**config.mk**
```make
export PLATFORM = sky130hd
export DESIGN_NAME = ln_range_reduce
export DESIGN_NICKNAME = d
export VERILOG_FILES = /design/src/rtl/ln_pkg.sv /design/src/rtl/ln_range_reduce_lzc25.sv /design/src/rtl/ln_range_reduce.sv
export SDC_FILE = /design/constraint.sdc
export NUM_CORES = 1
export LEC_CHECK = 0
export CORE_ASPECT_RATIO = 1.5
export CORE_MARGIN = 4
export CORE_UTILIZATION = 45
export DETAILED_ROUTE_END_ITERATION = 12
export DONT_BUFFER_PORTS = 1
export PLACE_DENSITY = 0.58
export REMOVE_ABC_BUFFERS = 1
export SLEW_MARGIN = 40
export SYNTH_ARGS = -nofsm -noshare
export SYNTH_HDL_FRONTEND = slang
export SYNTH_SLANG_ARGS = --single-unit
```
**constraint.sdc**
```tcl
create_clock -name clk -period 4.2 [get_ports clk]
set_input_delay 0.42 -clock clk [delete_from_list [all_inputs] [get_ports clk]]
set_output_delay 0.42 -clock clk [all_outputs]
set_load 0.005 [all_outputs]
```
**src/rtl/ln_pkg.sv**
```systemverilog
// Shared constants for the ln front end (ln_range_reduce) and ln_fast_core.
// Float field layout, class codes, sqrt(2) split point and core latency.
package ln_pkg;

  localparam int FLT_EXP_W  = 8;
  localparam int FLT_FRAC_W = 23;
  localparam logic [7:0] FLT_BIAS = 8'd127;

  localparam logic [1:0] CLS_NORMAL = 2'd0;
  localparam logic [1:0] CLS_ZERO   = 2'd1;
  localparam logic [1:0] CLS_NEG    = 2'd2;
  localparam logic [1:0] CLS_INF    = 2'd3;

  // Fraction of ceil(sqrt(2) * 2^23); mantissas at or above fold down by 2.
  localparam logic [22:0] SQRT2_FRAC = 23'h3504F4;

  // The one value shared with ln_fast_core.
  localparam int CORE_LATENCY = 75;

endpackage

```
**src/rtl/ln_range_reduce_lzc25.sv**
```systemverilog
// lzc25: combinational leading-zero count of a 25-bit word.
// An all-zero input reports 25.
module lzc25 (
  input  logic [24:0] d_i,
  output logic [4:0]  lz_o
);

  always_comb begin
    lz_o = 5'd25;
    for (int i = 0; i < 25; i++)
      if (d_i[i]) lz_o = 5'(24 - i);
  end

endmodule

```
**src/rtl/ln_range_reduce.sv**
```systemverilog
// ln_range_reduce: y = 2^k * m', issue x = m' - 1 to ln_fast_core, 3-cycle pipe.
// Optional LN_REDUCE_STATS_EN adds accept / stall counters.
module ln_range_reduce
  import ln_pkg::*;
#(
  parameter int MAX_INFLIGHT = CORE_LATENCY + 5,
  parameter int CNT_W        = 7
) (
  input  logic             clk,
  input  logic             rst,
  input  logic             in_valid,
  output logic             in_ready,
  input  logic [31:0]      in_y,
  input  logic             retire,
  output logic [31:0]      x,
  output logic             start,
  output logic [8:0]       k_out,
  output logic [1:0]       cls,
  output logic [CNT_W-1:0] inflight,
  output logic             credit_err
`ifdef LN_REDUCE_STATS_EN
  ,
  output logic [31:0]      stat_accepts,
  output logic [31:0]      stat_stalls
`endif
);

  logic             accept;
  logic [CNT_W-1:0] inflight_q, inflight_d;
  logic             cerr_q, cerr_d;

  logic        s_in;
  logic [7:0]  e_in;
  logic [22:0] f_in;
  logic        hi;
  logic [1:0]  cls1_d;
  logic [8:0]  k1_d;
  logic [24:0] d1_d;

  logic        v1_q, neg1_q, sh1_q;
  logic [1:0]  cls1_q;
  logic [8:0]  k1_q;
  logic [24:0] d1_q;

  logic [4:0]  lz1;
  logic        v2_q, neg2_q, sh2_q;
  logic [1:0]  cls2_q;
  logic [8:0]  k2_q;
  logic [24:0] d2_q;
  logic [4:0]  lz2_q;

  logic [4:0]  p3;
  logic [7:0]  ex3;
  logic [22:0] man3;
  logic [31:0] x_d;

  logic        start_q;
  logic [31:0] x_q;
  logic [8:0]  k_q;
  logic [1:0]  cls_q;

  assign in_ready = (inflight_q < CNT_W'(MAX_INFLIGHT));
  assign accept   = in_valid & in_ready;

  always_comb begin
    inflight_d = inflight_q;
    cerr_d     = cerr_q;
    if (accept && !retire)
      inflight_d = inflight_q + CNT_W'(1);
    else if (!accept && retire) begin
      if (inflight_q == '0) cerr_d = 1'b1;
      else inflight_d = inflight_q - CNT_W'(1);
    end
  end

  assign s_in = in_y[31];
  assign e_in = in_y[30:23];
  assign f_in = in_y[22:0];
  assign hi   = (f_in >= SQRT2_FRAC);

  always_comb begin
    priority case (1'b1)
      e_in == 8'hFF: cls1_d = CLS_INF;
      e_in == 8'h00: cls1_d = CLS_ZERO;
      s_in:          cls1_d = CLS_NEG;
      default:       cls1_d = CLS_NORMAL;
    endcase
  end

  // Non-normal classes carry D = 0 and k = 0 so they pack to x = 0.
  always_comb begin
    k1_d = '0;
    d1_d = '0;
    if (cls1_d == CLS_NORMAL) begin
      if (hi) begin
        k1_d = {1'b0, e_in} - 9'd126;
        d1_d = 25'h0800000 - {2'b00, f_in};
      end else begin
        k1_d = {1'b0, e_in} - 9'd127;
        d1_d = {2'b00, f_in};
      end
    end
  end

  lzc25 u_lzc (
    .d_i  (d1_q),
    .lz_o (lz1)
  );

  assign p3   = 5'd24 - lz2_q;
  assign ex3  = FLT_BIAS + {3'b000, p3} - (sh2_q ? 8'd24 : 8'd23);
  assign man3 = 23'((d2_q << lz2_q) >> 1);
  assign x_d  = (d2_q == '0) ? 32'h0 : {neg2_q, ex3, man3};

  always_ff @(posedge clk or posedge rst) begin
    if (rst) begin
      inflight_q <= '0;
      cerr_q     <= 1'b0;
      v1_q       <= 1'b0;
      neg1_q     <= 1'b0;
      sh1_q      <= 1'b0;
      cls1_q     <= '0;
      k1_q       <= '0;
      d1_q       <= '0;
      v2_q       <= 1'b0;
      neg2_q     <= 1'b0;
      sh2_q      <= 1'b0;
      cls2_q     <= '0;
      k2_q       <= '0;
      d2_q       <= '0;
      lz2_q      <= '0;
      start_q    <= 1'b0;
      x_q        <= '0;
      k_q        <= '0;
      cls_q      <= '0;
    end else begin
      inflight_q <= inflight_d;
      cerr_q     <= cerr_d;
      v1_q       <= accept;
      neg1_q     <= hi;
      sh1_q      <= hi;
      cls1_q     <= cls1_d;
      k1_q       <= k1_d;
      d1_q       <= d1_d;
      v2_q       <= v1_q;
      neg2_q     <= neg1_q;
      sh2_q      <= sh1_q;
      cls2_q     <= cls1_q;
      k2_q       <= k1_q;
      d2_q       <= d1_q;
      lz2_q      <= lz1;
      start_q    <= v2_q;
      if (v2_q) begin
        x_q   <= x_d;
        k_q   <= k2_q;
        cls_q <= cls2_q;
      end
    end
  end

  assign x          = x_q;
  assign start      = start_q;
  assign k_out      = k_q;
  assign cls        = cls_q;
  assign inflight   = inflight_q;
  assign credit_err = cerr_q;

`ifdef LN_REDUCE_STATS_EN
  logic [31:0] acc_cnt_q, stall_cnt_q;

  always_ff @(posedge clk or posedge rst) begin
    if (rst) begin
      acc_cnt_q   <= '0;
      stall_cnt_q <= '0;
    end else begin
      if (accept) acc_cnt_q <= acc_cnt_q + 32'd1;
      if (in_valid && !in_ready) stall_cnt_q <= stall_cnt_q + 32'd1;
    end
  end

  assign stat_accepts = acc_cnt_q;
  assign stat_stalls  = stall_cnt_q;
`endif

endmodule
```
After elaboration in Yosys (flattened, before gate mapping) --
Cells that the tools add are included.
Operators by class: add/subtract/negate cells 8, eq/ne operators 2, reduce and logical (&&, ||, !) cells 11, bitwise gates (word level) 2, muxes and demuxes 37, shift-type cells 1, $lt $le $gt $ge 2
Operator list (number):
- 5-bit 2-to-1 mux | 16
- 25-bit 2-to-1 mux | 2
- 4-bit 2-to-1 mux | 9
- 32-bit 2-to-1 mux | 1
- 25-bit zero test | 1
- 25-bit by 5-bit left shift with 24-bit output | 1
- 24-bit by 23-bit subtractor with 25-bit output (first input constant) | 1
- 23-bit by 22-bit >= comparator with 1-bit output (second input constant) | 1
- 7-bit 2-to-1 mux | 3
- 9-bit 2-to-1 mux | 2
- 8-bit by 7-bit subtractor with 9-bit output (second input constant) | 2
- 7-bit by 5-bit adder with 8-bit output (first input constant) | 1
- 8-bit equality test (second input constant) | 1
- 8-bit zero test | 1
- 8-bit by 5-bit subtractor with 8-bit output | 1
- 7-bit by 1-bit adder with 7-bit output (second input constant) | 1
- 7-bit zero test | 1
- 7-bit < comparator (second input constant) | 1
- 7-bit by 1-bit subtractor with 7-bit output (second input constant) | 1
- 2-bit 2-to-1 mux | 3
- 5-bit subtractor (first input constant) | 1
- 3-bit AND reduction | 1
- 1-bit logical AND | 2
- 1-bit zero test | 2
- 7 further kinds | 7
Storage, ports and cells: register bits 133, bits of input ports 36, output and inout port bits 53

Logic depth before layout (Yosys ltp) --
depth in word-level cells 25, mapped depth 12, mapped depth without buffers 12

Modules after synthesis --
Synthesis repeated with hierarchy kept, for this count alone.
Second synthesis, totals: cell total of the unflattened synthesis 620, area, all modules 6781.5 um2
By module, submodules not included:
- ln_range_reduce | cells each 571, instances 1, area an instance 6502.5 um2, seq. area each 3278.1 um2
- lzc25 | cells each 49, instances 1, area an instance 279.0 um2, seq. area each 0.0 um2

Least setup slack after synthesis --
Ideal clock, no wire load.
kind reg2reg, start register inflight_q[5] (netlist: inflight[5]), end register inflight_q[6] (netlist: inflight[6]), path slack 1.730 ns, cell stages (with the launch flop) 13, data required time 4.075 ns, clock period less this slack 2.470 ns, buffers on the path 0, arrival 2.345 ns, cell sequence dfrtp_1 > o21ai_0 > nand2_1 > inv_1 > ha_1 > inv_1 > fa_1 > a21o_1 > a21oi_1 > o21ai_0 > xnor2_1 > nand2_1 > xnor2_1
On the way: longest elaborated chain between the ends 6, elaborated cells on any way between the ends 14, classes of those cells add/sub: 2; order compare: 1; eq/ne: 1; mux: 3; bitwise: 1; reduce/logical: 6
Ends and longest elaborated chain:
- start, declared | RTL line ln_range_reduce.sv:29 | logic [CNT_W-1:0] inflight_q, inflight_d;
- start signal, assigned | RTL line ln_range_reduce.sv:137 | inflight_q <= inflight_d;
- 7-bit < comparator (*) | RTL line ln_range_reduce.sv:62 | assign in_ready = (inflight_q < CNT_W'(MAX_INFLIGHT));
- named net in_ready | RTL line ln_range_reduce.sv:12 | output logic in_ready,
- 1-bit AND (*) | RTL line ln_range_reduce.sv:63 | assign accept = in_valid & in_ready;
- named net accept | RTL line ln_range_reduce.sv:28 | logic accept;
- 1-bit zero test | RTL line ln_range_reduce.sv:70 | else if (!accept && retire) begin
- 1-bit logical AND | RTL line ln_range_reduce.sv:70
- 2-bit nonzero test (no line)
- 2-bit AND reduction (no line)
The timed path passes the listed nets; every way through them passes the cells marked *. The select of a mux whose other input is x is not followed. A chain may end at the register's enable or synchronous reset.

Worst setup path in the final report --
Same ends and word-level chain as after synthesis.

==> run metrics <==
simple-gate area share of the yosys netlist 15.0%; Area contributors post-synth dfrtp_1 (49%), mux4_2 (5.0%), xnor2_1 (3.9%); Critical Path RT 4490 ps; WL final 14.2 mm; mux share of post-synthesis cell area 11.3%; TNS Setup 0 ps; 1st-iter DRT viols 247; unrepaired setup endpoints after global routing no; main combinational cell family by area after synthesis simple AND/OR/NAND/NOR gates; first-pass GRT wire length 23.9 mm; Skew-Pair Late Insertion Delay 400 ps; Final setup viols 0; pwr dens 589 nW/µm²; Max clock buf depth 2; Antenna Cells 0; register area share after synthesis 48.6%; CP endpoint kind flop; count leader, synth dfrtp_1; Final Hold Viols 0; Synth-to-Final Area Change 11.3%; GPL Wtd Cong 0.846; post-cts hold buffer count 0; slowest CP cell fa_1; Die X-Extent 108 µm; clock-pin slew on the worst setup and hold paths 60 ps; Bufs and invs on worst path 2; Port Buf Inserts 0; fin crit period 2840 ps; initial antenna violation count 0; root buf cell clkbuf_16; gr usage total 17.6%; Peak Freq 0.352 GHz; Hold Crit Class primary input to flop; CTS tree built; final net count 697; clk_skew 9.21 ps; PostCTS Resize Cnt 0; Ys Warns 0; number of enable flip-flop cells after synthesis 0; Post-Syn Instances 648; critical path launch point type flop; Post-Synth XOR/XNOR Area 4.68%; non-filler cells, final 852; post-synthesis compound-gate area fraction 11.9%; DP Cell Count 819; WL per Instance 16.7 µm; num rows 54; Post-synth top cells dfrtp_1 (131), nor2_1 (59), nand2_1 (57), inv_1 (44), a21oi_1 (38); critical path class flop to flop; Max-slew headroom 55.6%; crit path max fanout 7; fraction of the mapped netlist area in adder cells 3.56%; Cell Area, Synth 6740 µm²; post-synth top area share 48.6%; largest net degree at the start of global routing 69; Die Area 17000 µm²; Seq cells post-synth 131; VDD IR max 0.000359 V; average size of a mapped cell 10.4 µm²; vias in the first global route 4977; # clock sinks 131; htree depth 4; ANT nets after route 0; Synth area leader dfrtp_1; drt drc 0; die extent in y 158 µm; core box area 14600 µm²; Lkg Pwr 0.00325 µW; GRT overflow 0; Max Cap Viol 0; I/O pin cnt 89; HPWL Detailed 10.9 mm; fin. max-slew vios 0; DR pass1 iterations 4; via count 4711; period utilization 67.6%; Worst-Margin Slew 666 ps; Initial Utilization 46.2%; status finished clean; layout cells sized above 1 13.4%; asr flop ratio synth 100%; number of vias per cell 5.53; post-CTS setup buffers 0; top_reg_cell synth dfrtp_1; number of CTS-inserted buffers 17; Yosys cell types 63; crit path DAT 3130 ps; max incr delay on CP 440 ps; CP Cell Sequence o21ai_0 -> nand2_1 -> inv_1 -> ha_1 -> inv_1 -> fa_1 -> a21o_1 -> a21oi_1 -> o21ai_0 -> xnor2_1 -> nand2_1 -> xnor2_1; Top delay family on crit path compound AO/OA/AOI/OAI gates
sequential cells by signal, summed over array words and instances, names as in the netlist, 2 cells and up:
register / count
x: 32
k_out: 9
k2_q: 9
inflight: 7
k1_q: 9
cls: 2
cls1_q: 2
d1_q: 24
lz2_q: 5
cls2_q: 2
d2_q: 24
report_power, final:
group          switching [µW]  internal, µW  total (µW)  leakage, µW
logic                     535           506        1040      0.00130
clock network             537           954        1490     0.000288
registers                 319          1570        1890      0.00166
total                    1390          3030        4420      0.00325
kinds of logic after synthesis:
kind of cell / count (synthesis)
compound gates: 130
mux: 52
flops: 131
xor+xnor: 36
fa+ha+maj: 18
simple gates: 204
other cells: 1
buf+inv: 76
metal layers:
metal | share of wire, % | GRT usage (%) | vias up
met1 | 39 | 19.4 | 2287
met4 | 3.1 | 8.18 | 0
li1 | - | - | 2288
met2 | 53 | 31.6 | 109
met3 | 4.4 | 4.53 | 27
met5 | 0 | 0 | -
metrics by stage:
step | hold WS, ps | setup slack (ps) | power [µW] | instance area [µm²] | util (%)
3_3_place_gp | 332 | 1490 | 2920 | 6870 | 47.1
4_1_cts | 72.9 | 1340 | 4490 | 7490 | 51.3
3_5_place_dp | 336 | 1350 | 2980 | 6890 | 47.2
6_report | 108 | 1360 | 4420 | 7510 | 51.4
5_1_grt | 90.1 | 1100 | 4710 | 7510 | 51.4
2_1_floorplan | 331 | 282 | 2670 | 6590 | -
layout by cell type (no fill, tap or decap), types with 5 or more instances in the layout:
master,n
a211oi_1,9
a21oi_1,38
a22oi_1,5
a31oi_1,6
and3_1,7
buf_4,5
clkbuf_16,17
dfrtp_1,128
ha_1,16
inv_1,43
mux2_2,17
mux2i_1,18
mux4_2,15
nand2_1,57
nand3_1,14
nand3b_1,5
nor2_1,59
nor3_1,16
nor4_1,17
o21ai_0,26
o22ai_1,18
xnor2_1,30
xor2_1,6
cell type report:
type	count	area, µm²
repair buffers	6	47.5
multi-input cells	441	3150
fillers	1368	7090
flip-flops and latches	131	3280
inverters	46	178
clock inverters	11	150
well taps	196	245
clock buffers	21	450
path summary, 6_finish.rpt:
path,startpoint,to,slack (ps),cells after the start
max,inflight[5],inflight[6],1360,12
min,in_y[24],k1_q[1],110,1
max reg2reg,inflight[5],inflight[6],1360,12
min reg2reg,k1_q[0],k2_q[0],350,0
max in group asynchronous,rst,lz2_q[3],2760,3
min in group asynchronous,rst,k1_q[0],570,2
(Power assumes the default switching activity.)
